===== src/rtl/unidad_mult_div.sv =====
// unidad_mult_div: iterative multiply/divide unit that owns the HI/LO pair.
// Handles MULT/MULTU with shift-add and DIV/DIVU with restoring division,
// one bit per cycle. It also takes MTHI/MTLO writes while idle.
module unidad_mult_div #(
  parameter int ANCHO = 32
) (
  input  logic             clk,
  input  logic             reset_n,
  input  logic             inicio,
  input  logic [1:0]       operacion,
  input  logic [ANCHO-1:0] operandoA,
  input  logic [ANCHO-1:0] operandoB,
  input  logic             escribir_hi,
  input  logic             escribir_lo,
  input  logic [ANCHO-1:0] dato_escritura,
  output logic [ANCHO-1:0] hi,
  output logic [ANCHO-1:0] lo,
  output logic             ocupado,
  output logic             listo,
  output logic             div_cero
);

  localparam int CW = $clog2(ANCHO);

  typedef enum logic [1:0] {REPOSO, CALCULO, AJUSTE} estado_t;

  estado_t              estado;
  logic                 es_div;
  logic                 signo_a;
  logic                 signo_b;
  logic [ANCHO-1:0]     mag_a;
  logic [ANCHO-1:0]     mag_b;
  logic                 cargar;
  logic [CW-1:0]        cnt;
  // Low half holds multiplier / quotient; high half holds the running product.
  logic [2*ANCHO-1:0]   acc;
  // Committed remainder. The ANCHO+1-bit partial remainder is 'desplazado'.
  logic [ANCHO-1:0]     rem;

  logic                 con_signo;
  logic                 signo_a_in;
  logic                 signo_b_in;
  logic [ANCHO-1:0]     mag_a_in;
  logic [ANCHO-1:0]     mag_b_in;
  logic [ANCHO:0]       desplazado;
  logic [ANCHO:0]       resta;
  logic [ANCHO:0]       suma;
  logic [2*ANCHO-1:0]   prod_aj;
  logic [ANCHO-1:0]     coc_aj;
  logic [ANCHO-1:0]     rem_aj;

  // Operand magnitudes, one iteration step of each algorithm, and the final sign fix-up.
  // A zero divisor keeps the all-ones quotient unsigned so that LO reads all ones even for a negative dividend.
  always_comb begin
    con_signo  = ~operacion[0];
    signo_a_in = con_signo & operandoA[ANCHO-1];
    signo_b_in = con_signo & operandoB[ANCHO-1];
    mag_a_in   = signo_a_in ? -operandoA : operandoA;
    mag_b_in   = signo_b_in ? -operandoB : operandoB;
    desplazado = {rem, acc[ANCHO-1]};
    resta      = desplazado - {1'b0, mag_b};
    suma       = {1'b0, acc[2*ANCHO-1:ANCHO]} + {1'b0, mag_b};
    prod_aj    = (signo_a ^ signo_b) ? -acc : acc;
    coc_aj     = ((signo_a ^ signo_b) & ~div_cero) ? -acc[ANCHO-1:0] : acc[ANCHO-1:0];
    rem_aj     = signo_a ? -rem : rem;
  end

  // Control FSM plus datapath registers. CALCULO spends one load cycle, then runs ANCHO iterations.
  always_ff @(posedge clk) begin
    if (!reset_n) begin
      estado   <= REPOSO;
      hi       <= '0;
      lo       <= '0;
      ocupado  <= 1'b0;
      listo    <= 1'b0;
      div_cero <= 1'b0;
      es_div   <= 1'b0;
      signo_a  <= 1'b0;
      signo_b  <= 1'b0;
      mag_a    <= '0;
      mag_b    <= '0;
      cargar   <= 1'b0;
      cnt      <= '0;
      acc      <= '0;
      rem      <= '0;
    end else begin
      listo <= 1'b0;
      case (estado)
        REPOSO: begin
          if (inicio) begin
            es_div   <= operacion[1];
            signo_a  <= signo_a_in;
            signo_b  <= signo_b_in;
            mag_a    <= mag_a_in;
            mag_b    <= mag_b_in;
            div_cero <= operacion[1] && (operandoB == '0);
            cargar   <= 1'b1;
            ocupado  <= 1'b1;
            estado   <= CALCULO;
          end else begin
            if (escribir_hi) hi <= dato_escritura;
            if (escribir_lo) lo <= dato_escritura;
          end
        end
        CALCULO: begin
          if (cargar) begin
            acc    <= {{ANCHO{1'b0}}, mag_a};
            rem    <= '0;
            cnt    <= CW'(ANCHO - 1);
            cargar <= 1'b0;
          end else begin
            if (es_div) begin
              if (!resta[ANCHO]) begin
                rem              <= resta[ANCHO-1:0];
                acc[ANCHO-1:0]   <= {acc[ANCHO-2:0], 1'b1};
              end else begin
                rem              <= desplazado[ANCHO-1:0];
                acc[ANCHO-1:0]   <= {acc[ANCHO-2:0], 1'b0};
              end
            end else begin
              acc <= acc[0] ? {suma, acc[ANCHO-1:1]} : {1'b0, acc[2*ANCHO-1:1]};
            end
            if (cnt == '0) estado <= AJUSTE;
            else           cnt    <= cnt - 1'b1;
          end
        end
        AJUSTE: begin
          if (es_div) begin
            lo <= coc_aj;
            hi <= rem_aj;
          end else begin
            hi <= prod_aj[2*ANCHO-1:ANCHO];
            lo <= prod_aj[ANCHO-1:0];
          end
          listo   <= 1'b1;
          ocupado <= 1'b0;
          estado  <= REPOSO;
        end
        default: begin
          ocupado <= 1'b0;
          estado  <= REPOSO;
        end
      endcase
    end
  end

endmodule


===== config.mk =====
export PLATFORM = sky130hd
export DESIGN_NAME = unidad_mult_div
export DESIGN_NICKNAME = d
export VERILOG_FILES = /design/src/rtl/unidad_mult_div.sv
export SDC_FILE = /design/constraint.sdc
export NUM_CORES = 1
export LEC_CHECK = 0
export ABC_CLOCK_PERIOD_IN_PS = 3800
export BUFFER_PORTS_ARGS = -buffer_cell sky130_fd_sc_hd__buf_2
export CAP_MARGIN = 15
export CORE_ASPECT_RATIO = 0.75
export CORE_MARGIN = 10
export CORE_UTILIZATION = 40
export CTS_CLUSTER_SIZE = 20
export DETAILED_ROUTE_END_ITERATION = 10
export SLEW_MARGIN = 20
export SYNTH_ARGS = -nofsm -noshare
export SYNTH_HDL_FRONTEND = slang
export SYNTH_SLANG_ARGS = --single-unit

===== constraint.sdc =====
create_clock -name clk -period 3.8 [get_ports clk]
set_clock_uncertainty 0.1 [all_clocks]
set_input_delay 0.95 -clock clk [delete_from_list [all_inputs] [get_ports clk]]
set_output_delay 0.95 -clock clk [all_outputs]
set_load 0.005 [all_outputs]

==> qor.tcl, run 1 <==
set qor(outcome) {complete, no violations}
set qor(synth_top_cell_by_area) {sky130_fd_sc_hd__dfxtp_1}
set qor(hpwlAfterDp_mm) 50.70
set qor(cts.htree.levels) 1
set qor(hold_violations) 0
set qor(irDropWorstVdd_uv) 295.9
set qor(postSynthNetCount) 2400
set qor(critical_path.reg2reg.startpoint) {acc[20]$_SDFFE_PN0P_}
set qor(antenna_left) 0
set qor(fmax_mhz) 281.8
set qor(timing.critical_path.arrival_ps) 3890
set qor(cts.root.buffer_cell) {sky130_fd_sc_hd__clkbuf_16}
set qor(timing.max_cap.violations) 0
set qor(timing_worst_slew_pin_value_ps) 1011
set qor(first_iter_violations) 1848
set qor(post-route-period-util) 0.9338
set qor(postCtsSetupBuffers) 0
set qor(timing.critical_path.required_ps) 4140
set qor(chipHeight_um) 197.4
set qor(syn_avg_cell_area_um2) 7.547
set qor(rrSetupSlack_ps) 250
set qor(final_net_count) 2550
set qor(grt_first_pass_wirelength_mm) 98.19
set qor(synth-seq-area-share) 0.2837
set qor(cts.path.max_buffers) 3
set qor(critical_path.startpoint_type) {register}
set qor(maxSlewViolCount) 0
set qor(dr.pass1.iters) 7
set qor(dr_total_vias) 17440
set qor(maximum_number_of_pins_on_one_net_before_global_route_repair) 126
set qor(number_of_warnings_reported_in_the_yosys_synthesis_log) 0
set qor(critical_path.max_fanout) 8
set qor(core_um2) 41160
set qor(fin_tns_setup_ps) 0
set qor(layout.cell_area.non_filler_um2) 19520
set qor(critical_path.top_delay_family) {simple AND/OR/NAND/NOR gates}
set qor(initial_core_util) 0.4080
set qor(critPathCapture) {hi[25]$_SDFFE_PN0P_}
set qor(max_stage_delay_on_crit_path_ps) 580
set qor(path_class) {reg2reg}
set qor(leakagePower_nw) 7.818
set qor(worst_hold_startpoint) {mag_a[0]$_SDFFE_PN0P_}
set qor(critical_path.cell_chain) {or4_4 > or4_4 > or3_1 > or3_1 > nor2b_1 > a21oi_1 > xor2_1 > o21ai_0 > a21oi_1}
set qor(timing.hold.ws_ps) 354.2
set qor(detail_route.wl_per_cell_um) 21.87
set qor(cp-startpoint) {acc[20]$_SDFFE_PN0P_}
set qor(synth-edff-count) 0
set qor(core.rowCount) 64
set qor(syn2layout_area_growth_pct) 16.25
set qor(first_global_vias) 15840
set qor(globalRoute.totalOverflow) 0
set qor(number_of_storage_elements_in_the_synthesis_netlist) 238
set qor(drive_above_1_share) 0.1525
set qor(yosysUniqueCellTypes) 79
set qor(dieWidth_um) 256.6
set qor(post-synth-top-area-fraction) 0.2837
set qor(critical_path_depth) 9
set qor(critical_path.reg2reg.endpoint) {hi[25]$_SDFFE_PN0P_}
set qor(setup.worst_path.end_class) {register}
set qor(numClockSinks) 238
set qor(power.density_cell_area_nw_per_um2) 399.6
set qor(postSynthCellCount) 2225
set qor(drt-total-wl_mm) 64.64
set qor(rsz_0062_raised_after_global_routing) {false}
set qor(tritoncts) {yes}
set qor(finalWeightedCongestion) 0.9220
set qor(io_buffers) 169
set qor(min_period_ps) 3548
set qor(mappedNetlistArea_um2) 16790
set qor(cp_slowest_cell) {sky130_fd_sc_hd__or4_4}
set qor(diodes) 0
set qor(hold_class) {reg2reg}
set qor(grt_antenna_before_repair) 0
set qor(postSynth.topFlopCell) {sky130_fd_sc_hd__dfxtp_1}
set qor(path_buf_inv) 0
set qor(dpl_cell_area_um2) 18620
set qor(worst_skew_pair_latency_ps) 570
set qor(drc) 0
set qor(async_reset_ff_frac) 0
set qor(reg2regPathDepth) 9
set qor(synth_top_cells_by_area) {sky130_fd_sc_hd__dfxtp_1 (28%), sky130_fd_sc_hd__nand2_1 (6.1%), sky130_fd_sc_hd__a21oi_1 (5.4%)}
set qor(clkSlewWorstSetupHoldPaths_ps) 70
set qor(filler_cell_count) 4209
set qor(setup_violations) 0
set qor(cts_buffers) 26
set qor(vias_per_cell) 5.902
set qor(floorplan.io_pins) 170
set qor(worst_slew_margin_rel) 0.3245
set qor(global_route.usage.total) 0.2427
set qor(dieArea_um2) 50660
-- synth_stat cells, types with 7 or more instances --
library cell	instances
sky130_fd_sc_hd__a211oi_1	66
sky130_fd_sc_hd__a21o_1	26
sky130_fd_sc_hd__a21oi_1	180
sky130_fd_sc_hd__a221oi_1	10
sky130_fd_sc_hd__a222oi_1	10
sky130_fd_sc_hd__a22oi_1	32
sky130_fd_sc_hd__a311oi_1	18
sky130_fd_sc_hd__a31oi_1	18
sky130_fd_sc_hd__and3_1	21
sky130_fd_sc_hd__buf_1	11
sky130_fd_sc_hd__buf_2	13
sky130_fd_sc_hd__clkbuf_1	122
sky130_fd_sc_hd__dfxtp_1	238
sky130_fd_sc_hd__ha_1	70
sky130_fd_sc_hd__inv_1	65
sky130_fd_sc_hd__mux2_2	7
sky130_fd_sc_hd__mux2i_1	64
sky130_fd_sc_hd__nand2_1	274
sky130_fd_sc_hd__nand2b_1	15
sky130_fd_sc_hd__nand3_1	41
sky130_fd_sc_hd__nand4_1	9
sky130_fd_sc_hd__nor2_1	224
sky130_fd_sc_hd__nor2b_1	19
sky130_fd_sc_hd__nor3_1	37
sky130_fd_sc_hd__nor3b_1	7
sky130_fd_sc_hd__nor4_1	26
sky130_fd_sc_hd__o211ai_1	14
sky130_fd_sc_hd__o21a_1	18
sky130_fd_sc_hd__o21ai_0	161
sky130_fd_sc_hd__o21ai_1	8
sky130_fd_sc_hd__o22ai_1	19
sky130_fd_sc_hd__o31ai_1	36
sky130_fd_sc_hd__o41ai_1	13
sky130_fd_sc_hd__or3_1	30
sky130_fd_sc_hd__or4_1	16
sky130_fd_sc_hd__xnor2_1	85
sky130_fd_sc_hd__xor2_1	94
-- worst reg2reg max path: cells and delay by family (launching register included) --
family | cells | cell delay (ps)
and+or+nand+nor | 5 | 2240
DFF | 1 | 400
AOI/OAI and AO/OA | 3 | 530
xor gates and xnor gates | 1 | 150
-- worst min-delay path by stage --
stage,end,slack (ps),cells past startpoint
6_report,mag_a[0]$_SDFFE_PN0P_,350,2
3_3_place_gp,mag_a[20]$_SDFFE_PN0P_,350,2
2_1_floorplan,mag_a[0]$_SDFFE_PN0P_,330,2
4_1_cts,mag_a[0]$_SDFFE_PN0P_,360,2
3_5_place_dp,mag_a[0]$_SDFFE_PN0P_,350,2
5_1_grt,mag_a[0]$_SDFFE_PN0P_,380,2
-- metal layers --
layer	track usage	wire length, um	up-vias
li1	-	-	8382
met1	0.3836	32490	8244
met2	0.3134	24170	748
met3	0.06459	6910	67
met4	0.04330	1064	0
met5	0	0	-
-- sequential cells by signal, indices dropped and copies added (netlist names) --
signal / cells
lo: 32
div_cero: 1
ocupado: 1
listo: 1
cnt: 5
cargar: 1
es_div: 1
hi: 32
estado: 2
signo_a: 1
mag_a: 32
rem: 32
signo_b: 1
acc: 64
mag_b: 32
-- cells by family (layout without fill, tap and decap cells) --
| group | Yosys count | after routing | synth area share |
|---|---|---|---|
| and+or+nand+nor | 761 | 761 | 0.2113 |
| buffers and inverters | 218 | 387 | 0.05149 |
| muxes | 71 | 71 | 0.04284 |
| AOI/OAI and AO/OA | 686 | 686 | 0.2627 |
| DFF | 238 | 238 | 0.2837 |
| xor gates and xnor gates | 179 | 179 | 0.09336 |
| adders and majority gates | 72 | 72 | 0.05454 |
-- where the power goes --
group          leakage [nW]  switching, mW  total, mW  internal (mW)
sequential             1.94          0.217       2.90           2.68
clock                 0.431           1.16       2.70           1.55
combinational          5.44           1.38       2.20          0.821
total                  7.82           2.75       7.80           5.05
-- through the flow --
| stage | setup WS (ps) | std cells | utilization | total power [mW] |
|---|---|---|---|---|
| detailed placement | 125.9 | 2908 | 0.4524 | 5.092 |
| finish | 251.7 | 2955 | 0.4743 | 7.801 |
| global placement | 126.1 | 2908 | 0.4524 | 5.068 |
| floorplan | 342.3 | 2225 | - | 4.327 |
| global route | 68.25 | 2955 | 0.4743 | 8.168 |
| CTS | 122.9 | 2955 | 0.4740 | 7.768 |
-- cell type report --
class                           count  area [um2]  area share
Inverter                           68       260.3     0.01333
Timing Repair Buffer              272        1657     0.08486
Multi-Input combinational cell   1769       11240      0.5760
Clock inverter                     13       167.7    0.008589
Sequential cell                   238        4770      0.2443
Tap cell                          561       701.9     0.03596
Clock buffer                       34       720.7     0.03692
-- cells in the final DEF (no fill, tap or decap), types with 26 or more instances in the layout --
cell type / Yosys / layout
sky130_fd_sc_hd__xnor2_1: 85 / 85
sky130_fd_sc_hd__buf_2: 13 / 169
sky130_fd_sc_hd__a211oi_1: 66 / 66
sky130_fd_sc_hd__a21oi_1: 180 / 179
sky130_fd_sc_hd__o21ai_0: 161 / 161
sky130_fd_sc_hd__ha_1: 70 / 70
sky130_fd_sc_hd__xor2_1: 94 / 92
sky130_fd_sc_hd__nor2_1: 224 / 222
sky130_fd_sc_hd__nand2_1: 274 / 274
sky130_fd_sc_hd__buf_4: 0 / 100
sky130_fd_sc_hd__inv_1: 65 / 65
sky130_fd_sc_hd__or3_1: 30 / 30
sky130_fd_sc_hd__clkbuf_16: 0 / 26
sky130_fd_sc_hd__a22oi_1: 32 / 32
sky130_fd_sc_hd__dfxtp_1: 238 / 236
sky130_fd_sc_hd__mux2i_1: 64 / 64
sky130_fd_sc_hd__a21o_1: 26 / 26
sky130_fd_sc_hd__o31ai_1: 36 / 36
sky130_fd_sc_hd__nor3_1: 37 / 36
sky130_fd_sc_hd__nand3_1: 41 / 41
-- timing repair --
item / in CTS / in global routing
hold buffers: 0 / 0
endpoints found under the setup margin: 0 / 32
gates resized for setup: 0 / 2
Power figures use the tool's default switching activity.
==> run 2, diff against run 1 <==
--- a/config.mk
+++ b/config.mk
@@ -5,6 +5,7 @@
 export SDC_FILE = /design/constraint.sdc
 export NUM_CORES = 1
 export LEC_CHECK = 0
+export ABC_AREA = 1
 export ABC_CLOCK_PERIOD_IN_PS = 3800
 export BUFFER_PORTS_ARGS = -buffer_cell sky130_fd_sc_hd__buf_2
 export CAP_MARGIN = 15
==> run 2 against run 1 <==
  * Global-route usage increased by 1.7 points
  * Worst setup slack improved by 460 ps
  * Final cell count increased by 44%
  * Highest routed layer unchanged
==> qor.tcl, run 2 <==
set qor(outcome) {complete, no violations}
set qor(timing.critical_path.required_ps) 4140
set qor(path_class) {reg2reg}
set qor(clkSlewWorstSetupHoldPaths_ps) 60
set qor(cts.root.buffer_cell) {sky130_fd_sc_hd__clkbuf_16}
set qor(dieWidth_um) 278.7
set qor(timing_worst_slew_pin_value_ps) 994.4
set qor(seq_area_um2) 4765
set qor(yosys-top-cells-count) {sky130_fd_sc_hd__nand2_1 (949), sky130_fd_sc_hd__inv_1 (460), sky130_fd_sc_hd__nor2_1 (399)}
set qor(global_route.usage.total) 0.2599
set qor(place_inst) 4210
set qor(busiest_layer) {met1}
set qor(core.rowCount) 71
set qor(dpl_cell_area_um2) 21440
set qor(layout.cell_area.non_filler_um2) 22290
set qor(synth_mux_area_frac) 0
set qor(most_instantiated_library_cell_after_synthesis) {sky130_fd_sc_hd__nand2_1}
set qor(synth-seq-area-share) 0.2373
set qor(postSynthCellCount) 3485
set qor(irDropWorstVdd_uv) 365.6
set qor(postSynth.topFlopCell) {sky130_fd_sc_hd__dfxtp_1}
set qor(report.power.total_mw) 9.663
set qor(rsz_0062_raised_after_global_routing) {false}
set qor(synth_top_cell_by_area) {sky130_fd_sc_hd__dfxtp_1}
set qor(post-synth-top-area-fraction) 0.2373
set qor(postCtsSetupBuffers) 0
set qor(fin_tns_setup_ps) 0
set qor(initial_core_util) 0.4022
set qor(multi_input_logic_area_um2) 12980
set qor(dr.pass1.iters) 6
set qor(power.density_cell_area_nw_per_um2) 433.6
set qor(vias_per_cell) 5.396
set qor(final_net_count) 3756
set qor(globalRoute.totalOverflow) 0
set qor(maximum_number_of_pins_on_one_net_before_global_route_repair) 139
set qor(dieArea_um2) 59660
set qor(diodes) 0
set qor(setup_violations) 0
set qor(finalWorstSetupSlack_ps) 713.8
set qor(timing.critical_path.arrival_ps) 3420
set qor(numClockSinks) 238
set qor(synthSimpleGateAreaFrac) 0.3745
set qor(drive_above_1_share) 0.09425
set qor(synth-edff-count) 0
set qor(maxSlewViolCount) 0
set qor(gr-usage-met2) 0.3588
set qor(setup.worst_path.end_class) {register}
set qor(pre_cts_slack_ps) 863.6
set qor(critical_path.max_fanout) 16
set qor(critical_path.startpoint_type) {register}
set qor(instances_no_fill) 4254
set qor(cp-startpoint) {rem[0]$_SDFFE_PN0P_}
set qor(post_cts_hold_buffer_count) 0
set qor(synth_top_cells_by_area) {sky130_fd_sc_hd__dfxtp_1 (24%), sky130_fd_sc_hd__nand2_1 (18%), sky130_fd_sc_hd__inv_1 (8.6%)}
set qor(grt.met3_usage) 0.06546
set qor(first_iter_violations) 3010
set qor(drt-total-wl_mm) 81.58
set qor(fmax_mhz) 324.0
set qor(antenna_left) 0
set qor(grt_antenna_before_repair) 0
set qor(most-common-layout-cells) {sky130_fd_sc_hd__nand2_1 (949), sky130_fd_sc_hd__inv_1 (460), sky130_fd_sc_hd__nor2_1 (396)}
set qor(number_of_storage_elements_in_the_synthesis_netlist) 238
set qor(worst_slew_margin_rel) 0.3364
set qor(filler_cell_count) 5510
set qor(io_buffers) 169
set qor(leakagePower_nw) 10.82
set qor(worst_skew_pair_latency_ps) 570
set qor(min_period_ps) 3086
set qor(hpwlAfterDp_mm) 65.43
set qor(tritoncts) {yes}
set qor(largest_register_ff_count) 64
set qor(worst_hold_startpoint) {ocupado$_SDFFE_PN0P_}
set qor(cts.htree.levels) 1
set qor(cts_resized) 0
set qor(combinational_family_with_the_most_area_after_synthesis) {simple AND/OR/NAND/NOR gates}
set qor(met1_usage) 0.3954
set qor(detail_route.wl_per_cell_um) 19.18
set qor(grt_first_pass_wirelength_mm) 122.9
set qor(hold_violations) 0
set qor(critical_path.reg2reg.startpoint) {rem[0]$_SDFFE_PN0P_}
set qor(finalWeightedCongestion) 1.017
set qor(drc) 0
set qor(syn2layout_area_growth_pct) 10.97
set qor(chipHeight_um) 214.0
set qor(hold_class) {reg2reg}
set qor(timing.max_cap.violations) 0
set qor(first_global_vias) 20400
set qor(async_reset_ff_frac) 0
set qor(syn_avg_cell_area_um2) 5.762
set qor(yosysUniqueCellTypes) 54
set qor(number_of_warnings_reported_in_the_yosys_synthesis_log) 0
set qor(layout.cells.most_common) {sky130_fd_sc_hd__nand2_1}
set qor(dr_total_vias) 22950
set qor(cts.path.max_buffers) 3
set qor(registers.top_by_ff_count) {acc}
set qor(synth_compound_gate_area_share) 0.1973
set qor(floorplan.io_pins) 170
set qor(cts_buffers) 26
set qor(mappedNetlistArea_um2) 20080
set qor(adder_cell_share_of_the_synthesized_area) 0.04561
set qor(core_um2) 49930
set qor(postSynthNetCount) 3660
set qor(yosys.area_share.xor_xnor) 0.02748
set qor(post-route-period-util) 0.8122
## run 2: cell types whose count changed after synthesis, moves of 64 or more
cell                       before  now
sky130_fd_sc_hd__nand3_1       41  274
sky130_fd_sc_hd__a211oi_1      66    2
sky130_fd_sc_hd__mux2i_1       64    0
sky130_fd_sc_hd__inv_1         65  460
sky130_fd_sc_hd__nand2_1      274  949
sky130_fd_sc_hd__a21oi_1      180  331
sky130_fd_sc_hd__nor2_1       224  399
sky130_fd_sc_hd__o21ai_0      161  271
## run 2: worst max-delay path, cell delays in order, from the launching register on
cell,delay (ps)
sky130_fd_sc_hd__dfxtp_1,470
sky130_fd_sc_hd__inv_1,280
sky130_fd_sc_hd__fa_1,620
sky130_fd_sc_hd__inv_1,150
sky130_fd_sc_hd__nand2_1,60
sky130_fd_sc_hd__nand2_1,80
sky130_fd_sc_hd__nand3_1,80
sky130_fd_sc_hd__nand2_2,140
sky130_fd_sc_hd__nand2_4,70
sky130_fd_sc_hd__nand2_4,80
sky130_fd_sc_hd__nand2_8,70
sky130_fd_sc_hd__nand2_4,100
sky130_fd_sc_hd__nand2_4,140
sky130_fd_sc_hd__nand2_4,260
sky130_fd_sc_hd__nand2_1,100
sky130_fd_sc_hd__nand3_1,80
sky130_fd_sc_hd__a21oi_1,60
## run 2: layout make-up
class,instances,area share
inverters,474,0.07989
multi-input cells,2642,0.5824
repair buffers,199,0.04930
well taps,657,0.03689
clock inverters,7,0.004435
clock buffers,37,0.03329
flip-flops and latches,238,0.2138
## run 2: logic make-up (layout without fill, tap and decap cells)
| kind of cell | Yosys count | after routing |
|---|---|---|
| adder cells (fa/ha/maj) | 72 | 72 |
| AO/OA/AOI/OAI | 731 | 731 |
| flip-flops | 238 | 238 |
| AND/OR/NAND/NOR | 1776 | 1776 |
| buffers and inverters | 605 | 717 |
| XOR/XNOR | 63 | 63 |
## run 2: routing by layer
layer	vias to the layer above	share of wire
met5	-	0
met2	960	0.39
met4	0	0.015
met1	10430	0.48
li1	11490	-
met3	74	0.11
## run 2: power by group
group	internal (mW)	total [mW]	leakage, nW	switching [mW]
logic	1.14	3.82	8.45	2.67
clock network	1.49	2.60	0.410	1.11
registers	2.82	3.25	1.95	0.427
total	5.45	9.66	10.8	4.21
## run 2: worst paths after layout
check                                            end  slack [ps]  cells past startpoint
worst min register to register  ocupado$_SDFFE_PN0P_         360                      2
worst max-delay path             rem[5]$_SDFFE_PN0P_         710                     16
worst max register to register   rem[5]$_SDFFE_PN0P_         710                     16
worst min-delay path            ocupado$_SDFFE_PN0P_         360                      2
## run 2: per-stage QoR
stage | utilization | hold slack (ps)
floorplan | - | 345.2
global placement | 0.4295 | 361.6
detailed placement | 0.4295 | 361.0
CTS | 0.4464 | 370.4
global route | 0.4464 | 396.0
finish | 0.4464 | 364.9
